[src/rtl/btn_event_scheduler.sv]
// Turns five debounced button levels into a prioritised stream of press / auto-repeat events,
// buffered in a small FIFO and handed out on a valid/ready handshake.
module btn_event_scheduler #(
   parameter int unsigned FIFO_DEPTH    = 4,
   parameter int unsigned REPEAT_DELAY  = 50_000_000,
   parameter int unsigned REPEAT_PERIOD = 10_000_000
) (
   input  logic       clk,
   input  logic       rst,
   input  logic       debounced_btnC,
   input  logic       debounced_btnU,
   input  logic       debounced_btnD,
   input  logic       debounced_btnL,
   input  logic       debounced_btnR,
   input  logic       repeat_en,
   input  logic       evt_ready,
   input  logic       ovf_clr,
   output logic       evt_valid,
   output logic [2:0] evt_code,
   output logic       evt_repeat,
   output logic       evt_overflow
);

   localparam int unsigned NumBtn = 5;
   localparam int unsigned MaxCnt = (REPEAT_DELAY > REPEAT_PERIOD) ? REPEAT_DELAY : REPEAT_PERIOD;
   localparam int unsigned CntW   = $clog2(MaxCnt);
   localparam int unsigned PtrW   = $clog2(FIFO_DEPTH);
   localparam logic [CntW-1:0] DelayLast  = CntW'(REPEAT_DELAY - 1);
   localparam logic [CntW-1:0] PeriodLast = CntW'(REPEAT_PERIOD - 1);

   typedef enum logic [1:0] {StWaitRel, StIdle, StHeld, StRpt} btn_state_e;

   logic [NumBtn-1:0] btn;
   btn_state_e        state_q [NumBtn];
   btn_state_e        state_d [NumBtn];
   logic [CntW-1:0]   cnt_q [NumBtn];
   logic [CntW-1:0]   cnt_d [NumBtn];
   logic [NumBtn-1:0] req, req_rpt;

   logic [NumBtn-1:0] pend_q, pend_d, prpt_q, prpt_d;
   logic [NumBtn-1:0] grant, grant_eff, accept, drop;
   logic [2:0]        sel_code;
   logic              sel_rpt;
   logic              ovf_q, ovf_d;

   logic [3:0]        mem_q [FIFO_DEPTH];
   logic [PtrW:0]     wr_ptr_q, rd_ptr_q;
   logic              empty, full, push, pop;
   logic [3:0]        head;

   // Index order doubles as priority and event code: C=0 .. R=4.
   assign btn = {debounced_btnR, debounced_btnL, debounced_btnD, debounced_btnU, debounced_btnC};

   always_comb begin
      for (int i = 0; i < NumBtn; i++) begin
         state_d[i] = state_q[i];
         cnt_d[i]   = cnt_q[i];
         req[i]     = 1'b0;
         req_rpt[i] = 1'b0;
         case (state_q[i])
            StWaitRel: if (!btn[i]) state_d[i] = StIdle;
            StIdle: begin
               if (btn[i]) begin
                  state_d[i] = StHeld;
                  req[i]     = 1'b1;
                  cnt_d[i]   = '0;
               end
            end
            StHeld: begin
               if (!btn[i]) begin
                  state_d[i] = StIdle;
               end else if (cnt_q[i] == DelayLast) begin
                  // Counter parks at the last value while repeat is disabled.
                  if (repeat_en) begin
                     state_d[i] = StRpt;
                     req[i]     = 1'b1;
                     req_rpt[i] = 1'b1;
                     cnt_d[i]   = '0;
                  end
               end else begin
                  cnt_d[i] = cnt_q[i] + CntW'(1);
               end
            end
            StRpt: begin
               if (!btn[i]) begin
                  state_d[i] = StIdle;
               end else if (cnt_q[i] == PeriodLast) begin
                  req[i]     = repeat_en;
                  req_rpt[i] = 1'b1;
                  cnt_d[i]   = '0;
               end else begin
                  cnt_d[i] = cnt_q[i] + CntW'(1);
               end
            end
            default: state_d[i] = StWaitRel;
         endcase
      end
   end

   always_comb begin
      grant    = '0;
      sel_code = '0;
      sel_rpt  = 1'b0;
      for (int i = NumBtn - 1; i >= 0; i--) begin
         if (pend_q[i]) begin
            grant    = '0;
            grant[i] = 1'b1;
            sel_code = 3'(i);
            sel_rpt  = prpt_q[i];
         end
      end
   end

   assign empty = (wr_ptr_q == rd_ptr_q);
   assign full  = (wr_ptr_q[PtrW] != rd_ptr_q[PtrW]) &&
                  (wr_ptr_q[PtrW-1:0] == rd_ptr_q[PtrW-1:0]);
   assign pop   = !empty && evt_ready;
   assign push  = (|pend_q) && (!full || pop);

   // A slot being drained this cycle may be refilled by a fresh request without overflow.
   assign grant_eff = push ? grant : '0;
   assign drop      = req & pend_q & ~grant_eff;
   assign accept    = req & ~drop;
   assign pend_d    = accept | (pend_q & ~grant_eff);
   assign prpt_d    = (accept & req_rpt) | (~accept & prpt_q);
   assign ovf_d     = (|drop) | (ovf_q & !ovf_clr);

   always_ff @(posedge clk) begin
      if (rst) begin
         for (int i = 0; i < NumBtn; i++) begin
            state_q[i] <= StWaitRel;
            cnt_q[i]   <= '0;
         end
         pend_q   <= '0;
         prpt_q   <= '0;
         ovf_q    <= 1'b0;
         wr_ptr_q <= '0;
         rd_ptr_q <= '0;
      end else begin
         for (int i = 0; i < NumBtn; i++) begin
            state_q[i] <= state_d[i];
            cnt_q[i]   <= cnt_d[i];
         end
         pend_q <= pend_d;
         prpt_q <= prpt_d;
         ovf_q  <= ovf_d;
         if (push) wr_ptr_q <= wr_ptr_q + (PtrW + 1)'(1);
         if (pop)  rd_ptr_q <= rd_ptr_q + (PtrW + 1)'(1);
      end
   end

   always_ff @(posedge clk) begin
      if (push) mem_q[wr_ptr_q[PtrW-1:0]] <= {sel_code, sel_rpt};
   end

   assign head         = mem_q[rd_ptr_q[PtrW-1:0]];
   assign evt_valid    = !empty;
   assign evt_code     = evt_valid ? head[3:1] : 3'd0;
   assign evt_repeat   = evt_valid ? head[0] : 1'b0;
   assign evt_overflow = ovf_q;

endmodule
[config.mk]
export PLATFORM = sky130hd
export DESIGN_NAME = btn_event_scheduler
export DESIGN_NICKNAME = d
export VERILOG_FILES = /design/src/rtl/btn_event_scheduler.sv
export SDC_FILE = /design/constraint.sdc
export NUM_CORES = 1
export LEC_CHECK = 0
export BUFFER_PORTS_ARGS = -buffer_cell sky130_fd_sc_hd__clkbuf_2
export CORE_AREA = 2 2 136 138
export CTS_CLUSTER_SIZE = 14
export DETAILED_ROUTE_END_ITERATION = 10
export DIE_AREA = 0 0 138 140
export GPL_TIMING_DRIVEN = 0
export PLACE_DENSITY = 0.69
export SYNTH_ARGS = -nofsm -noshare
export SYNTH_HDL_FRONTEND = slang
export SYNTH_SLANG_ARGS = --single-unit
export TNS_END_PERCENT = 100
[constraint.sdc]
create_clock -name clk -period 4.45 [get_ports clk]
set_clock_uncertainty 0.15 [all_clocks]
set_input_delay 0.445 -clock clk [delete_from_list [all_inputs] [get_ports clk]]
set_output_delay 0.445 -clock clk [all_outputs]
set_load 0.005 [all_outputs]
Yosys cells after proc, flatten, opt, wreduce, memory -nomap -nowiden. Memories as Yosys holds them, arrays and structs flattened. A register that Yosys moved wholly into a read port is not among the register bits. Cells that the tools add are included.

Bits in registers: 17. Output and inout bits: 6. Memories: 3. Memory bits (writable): 156.

Bitwise logic cells: 23. Equality and inequality tests: 28. $add $sub $neg: 7. Reduce and logical (&&, ||, !) cells: 19. Multiplexer cells: 146.

Memories: cnt_q (words 5, width 26, rd ports 5, clocked after memory_dff 0, wr ports 5, line 36) `logic [CntW-1:0] cnt_q [NumBtn];`; mem_q (words 4, width 4, rd ports 1, clocked after memory_dff 1, wr ports 1, line 46) `logic [3:0] mem_q [FIFO_DEPTH];`; state_q (words 5, width 2, rd ports 5, clocked after memory_dff 0, wr ports 5, line 34) `btn_state_e state_q [NumBtn];`.

Operator list (count): $mux W26 (35); $pmux W26 S3 (5); $add A26 B1 Y26 const B (5); $eq A26 B24 Y1 const B (5); $eq A26 B26 Y1 const B (5); $mux W2 (32); $mux W1 (47); $and A5 B5 Y5 (6); $mux W5 (6); $pmux W2 S3 (5); $eq A2 B2 Y1 const B (10); $mux W3 (6); $not A5 Y5 (3); $pmux W1 S3 (5); $or A1 B1 Y1 (11); $eq A2 B1 Y1 const B (5); $logic_not A2 Y1 (5); $or A5 B5 Y5 (2); $pmux W1 S2 (5); $reduce_or A2 Y1 (5); $reduce_or A5 Y1 (2); $add A3 B1 Y3 const B (2); $eq A3 B3 Y1 (1); $logic_and A1 B1 Y1 (3); other kinds (5) (7).

Logic depth before layout (Yosys ltp). Gate-level depths: netlist (run 1).

Word-level depth: 13. Gate-level depth with buffers: 10. Mapped depth without buffers: 8.

Least setup slack after synthesis (run 1). Ideal clock, no wire load.

Path type: register -> register. Start point: mem cnt_q[0][78] in the netlist's numbering. End point: mem cnt_q[0][91] in the netlist's numbering. Data arrival time: 2224 ps. Stages on the path, launching flop included: 11. Clock period less this slack: 2508 ps. Path slack: 1942 ps. Cell sequence: dfxtp_1 > ha_1 > buf_2 > nand4b_1 > or4_1 > buf_2 > o21ai_1 > buf_2 > nor2_1 > a41oi_1 > a211oi_1.

RTL lines (line): start, declared (36).

==> out/results.ini, run 1 <==
[status]
outcome = finished, final reports clean

[drt]
drt_iter0_markers = 501
route.vias.total = 8122
firstDrtPassIters = 5
routedWlPerCell_um = 15.1
wl_um = 21200
post-route-drc-count = 0
avgViaCountPerCell = 5.77
antenna_left = 0

[sta]
finalCriticalPeriod_ps = 3020
drv_slew = 0
final-setup-viol-count = 0
fmax_mhz = 332
rsz0062_at_grt = false
fin_crit_sh = 0.678
tns_ps = 0
hold_viol_final = 0
tightest_slew_ps = 1010
slew_headroom = 0.323

[pwr]
sw_frac_of_total = 0.338
seqPwrFrac = 0.399
internal_power_uw = 2930
p_comb_frac = 0.275
leakagePower_uw = 0.00346
power_uw = 4430
p_sw_uw = 1500
power_density_nw_per_um2 = 418
ir_worst_vdd_mv = 0.300
pwr-share-clk = 0.326

[worst_setup_path]
worst-r2r-cell-count = 8
reg2reg_slack_ps = 1430
cpMostUsedCell = nor2_1
slowest_delay_ps = 940
critPathKind = reg2reg
rr_endpoint = cnt_q[0][74]
cp_max_fo = 8
crit_family = compound AO/OA/AOI/OAI gates
reg2reg_from = state_q[0][4]
crit_path_start_kind = flip-flop
path_cells = inv_1, ha_1, or3_1, a2111oi_2, nand3_1, nor2_1, xnor2_1, nor2_1
arrival_ps = 3200
path_buf_inv = 1
endpoint_kind = flip-flop
worstPathRequired_ps = 4630
slowest_stage = a2111oi_2

[die]
dieArea_sq_um = 19300
initial_utilization = 0.544
die_w_um = 138
rows = 49
core_area_sq_um = 17800
chipHeight_um = 140
ios = 16

[global_route]
gr-usage-met3 = 0.0431
overflow = 0
busiest_layer = met2
grt_max_degree = 17
grt_pass1_wl_um = 35900
grt_util_met1 = 0.305
grt.total_usage = 0.220
grt_pass1_vias = 7413
antenna_found_initial = 0
use_met2 = 0.353

[clocking]
clkLatencyLatePin_ps = 440
htreeDepth = 4
clockBufferDepth = 2
post_cts_resized = 0
root_buffer = clkbuf_16
tritoncts = built
ctsHoldBuffers = 0
post_cts_buffers = 0
cts_buffers = 17
clkSinkCount = 175
path_clk_slew_ps = 70

[placed_design]
gp_congestion = 0.861
port_buffers = 13
dp_hpwl_um = 15200

[yosys]
ys_seq_area_frac = 0.379
async_reset_ff_frac = 0
yosys.area.top_type = dfxtp_1
syn_nets = 1176
ys_types = 84
synth_edf_count = 16
syn_avg_cell_area_sq_um = 8.54
synthFlopType = dfxtp_1
ys_warn_count = 0
ys_seq_elements = 175
synth_area_leaders = dfxtp_1, xnor2_1, nor2_1
syn_area_sq_um = 9680
syn_inst = 1133
synth_top_area_share = 0.329

[worst_hold_path]
hp-start = debounced_btnC
hp-class = in2reg
hold_depth = 3
min_to = state_q[0][1]

[cells_and_area]
diodes = 0
drive_above_1_share = 0.0891
area_growth_pct = 9.49
nets = 1208

[job]
drv_cap = 0

[stage by stage]
stage	hold slack [ps]	instance area (sq um)	setup slack, ps	utilization	std cells
final	178	10600	1430	0.596	1407
after global routing	206	10600	1210	0.596	1407
after CTS	160	10600	1460	0.596	1407
after global placement	310	10000	1520	0.564	1375
after floorplan	284	9680	1940	-	1133
after detailed placement	318	10000	1470	0.564	1375
[logic make-up after synthesis]
group                      Yosys count  synth area share
muxes                               16            0.0217
buffers and inverters               80            0.0358
xor gates and xnor gates           109            0.0987
DFF                                175             0.379
adders and majority gates           33            0.0427
and+or+nand+nor                    542             0.299
AOI/OAI and AO/OA                  178             0.123
[worst register-to-register path, stage by stage, from the launching register on]
cell,delay [ps]
dfxtp_1,370
inv_1,110
ha_1,310
or3_1,410
a2111oi_2,940
nand3_1,270
nor2_1,180
xnor2_1,130
nor2_1,50
[layer usage]
layer  vias up  part of all wire  routed length (um)
met3        19             0.041                 867
met1      3819              0.49               10400
met4         0             0.010                 221
li1       4148                 -                   -
met5         -                 0                   0
met2       136              0.46                9680
[layout by cell type (no fill, tap or decap), types with 36 or more instances in the layout]
cell / n
dfxtp_1: 159
nand4_1: 36
nor2_1: 144
nand2_1: 89
xnor2_1: 68
nand3_1: 69
inv_1: 39
nor3_1: 43
xor2_1: 41
a21oi_1: 59
[power groups by stage]
stage / clock network, uW / logic (uW) / registers [uW]
6_report: 1440 / 1220 / 1770
5_1_grt: 1540 / 1370 / 1780
4_1_cts: 1470 / 1220 / 1760
3_5_place_dp: 0 / 1210 / 1800
3_3_place_gp: 0 / 1200 / 1800
2_1_floorplan: 0 / 943 / 1780
[synthesized netlist by cell type, types with 9 or more instances]
| cell type | instances |
|---|---|
| inv_1 | 39 |
| dfxtp_1 | 159 |
| a31oi_1 | 10 |
| xnor2_1 | 68 |
| clkbuf_1 | 22 |
| nor4_1 | 20 |
| and2_1 | 14 |
| buf_2 | 9 |
| nand3_1 | 69 |
| and4_1 | 15 |
| nor2_1 | 144 |
| xor2_1 | 41 |
| nor3_1 | 43 |
| nand2_1 | 89 |
| nor4bb_1 | 9 |
| and3_1 | 17 |
| a21oi_1 | 59 |
| nor2b_1 | 9 |
| mux2i_1 | 12 |
| or4_1 | 10 |
| edfxtp_1 | 16 |
| o21ai_0 | 34 |
| nand4_1 | 36 |
| ha_1 | 33 |
| nor4b_1 | 9 |
[cell type report]
cell class              count  area [sq um]
inverters                  40           150
plain buffers              40           196
fillers                  1608          7190
repair buffers             13          65.1
flip-flops and latches    175          3660
well taps                 229           287
clock inverters            12           110
multi-input cells         878          5670
clock buffers              20           457
[flip-flops by register name, summed over array words and instances, names as in the netlist, named ones only]
signal        cells
cnt_q           130
mem_q            16
state_q          10
pend_q            5
rd_ptr_q          3
wr_ptr_q          3
evt_overflow      1
[worst max path at each step]
stage / from / cells after the start / end
floorplan: cnt_q[0][78] / 10 / cnt_q[0][91]
global placement: cnt_q[0][7] / 7 / cnt_q[0][25]
detailed placement: state_q[0][4] / 8 / cnt_q[0][74]
CTS: state_q[0][4] / 8 / cnt_q[0][74]
global route: state_q[0][4] / 8 / cnt_q[0][74]
finish: state_q[0][4] / 8 / cnt_q[0][74]
No activity file was read; power rests on OpenSTA's default activity.
==> run 2, diff against run 1 <==
--- a/config.mk
+++ b/config.mk
@@ -11,7 +11,7 @@
 export DETAILED_ROUTE_END_ITERATION = 10
 export DIE_AREA = 0 0 138 140
 export GPL_TIMING_DRIVEN = 0
-export PLACE_DENSITY = 0.69
+export PLACE_DENSITY = 0.72
 export SYNTH_ARGS = -nofsm -noshare
 export SYNTH_HDL_FRONTEND = slang
 export SYNTH_SLANG_ARGS = --single-unit
==> constraint.sdc (replaced) <==
create_clock -name clk -period 2.6 [get_ports clk]
set_clock_uncertainty 0.15 [all_clocks]
set_input_delay 0.26 -clock clk [delete_from_list [all_inputs] [get_ports clk]]
set_output_delay 0.26 -clock clk [all_outputs]
set_load 0.005 [all_outputs]
==> run 2 against run 1 <==
Effect of this change: wire length increased by 6.3%; global-route usage increased by 0.33 points; setup slack got worse by 1400 ps; critical endpoint is now cnt_q[0][59].
==> out/results.ini, run 2 (synthesis gave the netlist of run 1 again) <==
[status]
outcome = finished, final reports clean

[die]
core_area_sq_um = 17800
initial_utilization = 0.544
chipHeight_um = 140
rows = 49
dieArea_sq_um = 19300
ios = 16
die_w_um = 138

[pwr]
leakagePower_uw = 0.00372
power_density_nw_per_um2 = 717
ir_worst_vdd_mv = 0.568

[worst_setup_path]
reg2reg_from = cnt_q[0][59]
worstPathRequired_ps = 2770
critPathKind = reg2reg
worst-r2r-cell-count = 7
cp_max_fo = 10
crit_path_start_kind = flip-flop
endpoint_kind = flip-flop
rr_endpoint = cnt_q[0][59]
reg2reg_slack_ps = 10
arrival_ps = 2760

[job]
drv_cap = 0

[cells_and_area]
final_cell_mix = dfxtp_1, nor2_1, nand2_1, xnor2_1, nand3_1
seq_area_sq_um = 3680
nFillCells = 1492
final_common_cell = dfxtp_1
diodes = 0
final_util = 0.634
regMostFlops = cnt_q
largest_reg_flops = 130
nets = 1230
drive_above_1_share = 0.148
multiInputGateArea_sq_um = 6030
stdcell_count = 1429
area_growth_pct = 16.6

[global_route]
grt.total_usage = 0.223
gr-usage-met3 = 0.0462
grt_pass1_wl_um = 36600
grt_pass1_vias = 7731
grt_max_degree = 17
use_met2 = 0.365
grt_util_met1 = 0.304
busiest_layer = met2
antenna_found_initial = 0
overflow = 0

[drt]
avgViaCountPerCell = 5.85
firstDrtPassIters = 8
wl_um = 22600
routedWlPerCell_um = 15.8
route.vias.total = 8365
drt_iter0_markers = 658
antenna_left = 0
post-route-drc-count = 0

[placed_design]
port_buffers = 13
dp_hpwl_um = 15000
dp.cells = 1375
dp_slack_ps = -322
gp_congestion = 0.889

[worst_hold_path]
hp-start = debounced_btnU
min_to = state_q[0][3]
hold_depth = 3
hp-class = in2reg

[sta]
finalCriticalPeriod_ps = 2590
fmax_mhz = 386
hold-worst-slack_ps = 28.3
slew_headroom = 0.531
hold_viol_final = 0
drv_slew = 0
tightest_slew_ps = 704
fin_crit_sh = 0.996
final-setup-viol-count = 0
setup_ws_ps = 11.0

[clocking]
tritoncts = built
clkLatencyLatePin_ps = 430
path_clk_slew_ps = 70
cts_buffers = 17
root_buffer = clkbuf_16
clkSinkCount = 175
htreeDepth = 4
clockBufferDepth = 2

run 2: cell count changes in the layout (fill, tap and decap cells not counted), sizes merged:
cell and change:
buf +20, bufinv +2, clkbuf -2, dlygate4sd3 +1
inv +1
run 2: metal layers:
| layer | wire, um | share of wire |
|---|---|---|
| met5 | 0 | 0 |
| met4 | 246 | 0.011 |
| met3 | 956 | 0.042 |
| met2 | 10700 | 0.47 |
| met1 | 10700 | 0.47 |
run 2: stage by stage:
stage | total power, uW | TNS (ps) | instance area (sq um)
global route | 8510 | -545 | 11300
CTS | 7860 | 0 | 10800
detailed placement | 5140 | -9780 | 10000
finish | 8090 | 0 | 11300
floorplan | 4660 | 0 | 9680
global placement | 5120 | -9870 | 10000
run 2: area by class of cell:
| type | count | area share |
|---|---|---|
| repair buffers | 41 | 0.0286 |
| clock buffers | 17 | 0.0377 |
| plain buffers | 34 | 0.0183 |
| multi-input cells | 878 | 0.535 |
| flip-flops and latches | 175 | 0.326 |
| inverters | 40 | 0.0133 |
| well taps | 229 | 0.0254 |
| clock inverters | 15 | 0.0162 |
run 2: worst max-delay path by stage:
stage | start | endpoint | slack [ps] | cells past startpoint
after floorplan | cnt_q[0][78] | cnt_q[0][91] | 90 | 10
after global placement | state_q[0][4] | cnt_q[0][74] | -310 | 8
after detailed placement | state_q[0][4] | cnt_q[0][74] | -320 | 8
after CTS | cnt_q[0][104] | cnt_q[0][125] | 2 | 8
after global routing | cnt_q[0][37] | cnt_q[0][50] | -70 | 6
final | cnt_q[0][59] | cnt_q[0][59] | 10 | 7
run 2: power breakdown:
| part | switching [uW] | internal, uW | total (uW) | leakage (uW) |
|---|---|---|---|---|
| combinational | 1440 | 961 | 2400 | 0.00199 |
| sequential | 154 | 2880 | 3030 | 0.00144 |
| clock | 1130 | 1530 | 2660 | 0.000295 |
| total | 2720 | 5370 | 8090 | 0.00372 |
run 2: critical path, cell delays in order, from the launching register on:
cell and delay (ps):
dfxtp_1 370, or4b_4 570, or4_4 600, o21ai_4 230, nand3_2 140, nand2_1 150
buf_4 200, nor2_1 70
run 2: what timing repair did:
item | CTS | global route
endpoints found under the hold margin | 1 | 0
pin swaps | 2 | 12
gates resized for setup | 29 | 58
hold buffers | 1 | 0
buffers inserted | 3 | 21
gates cloned | 0 | 3
endpoints found under the setup margin | 93 | 129
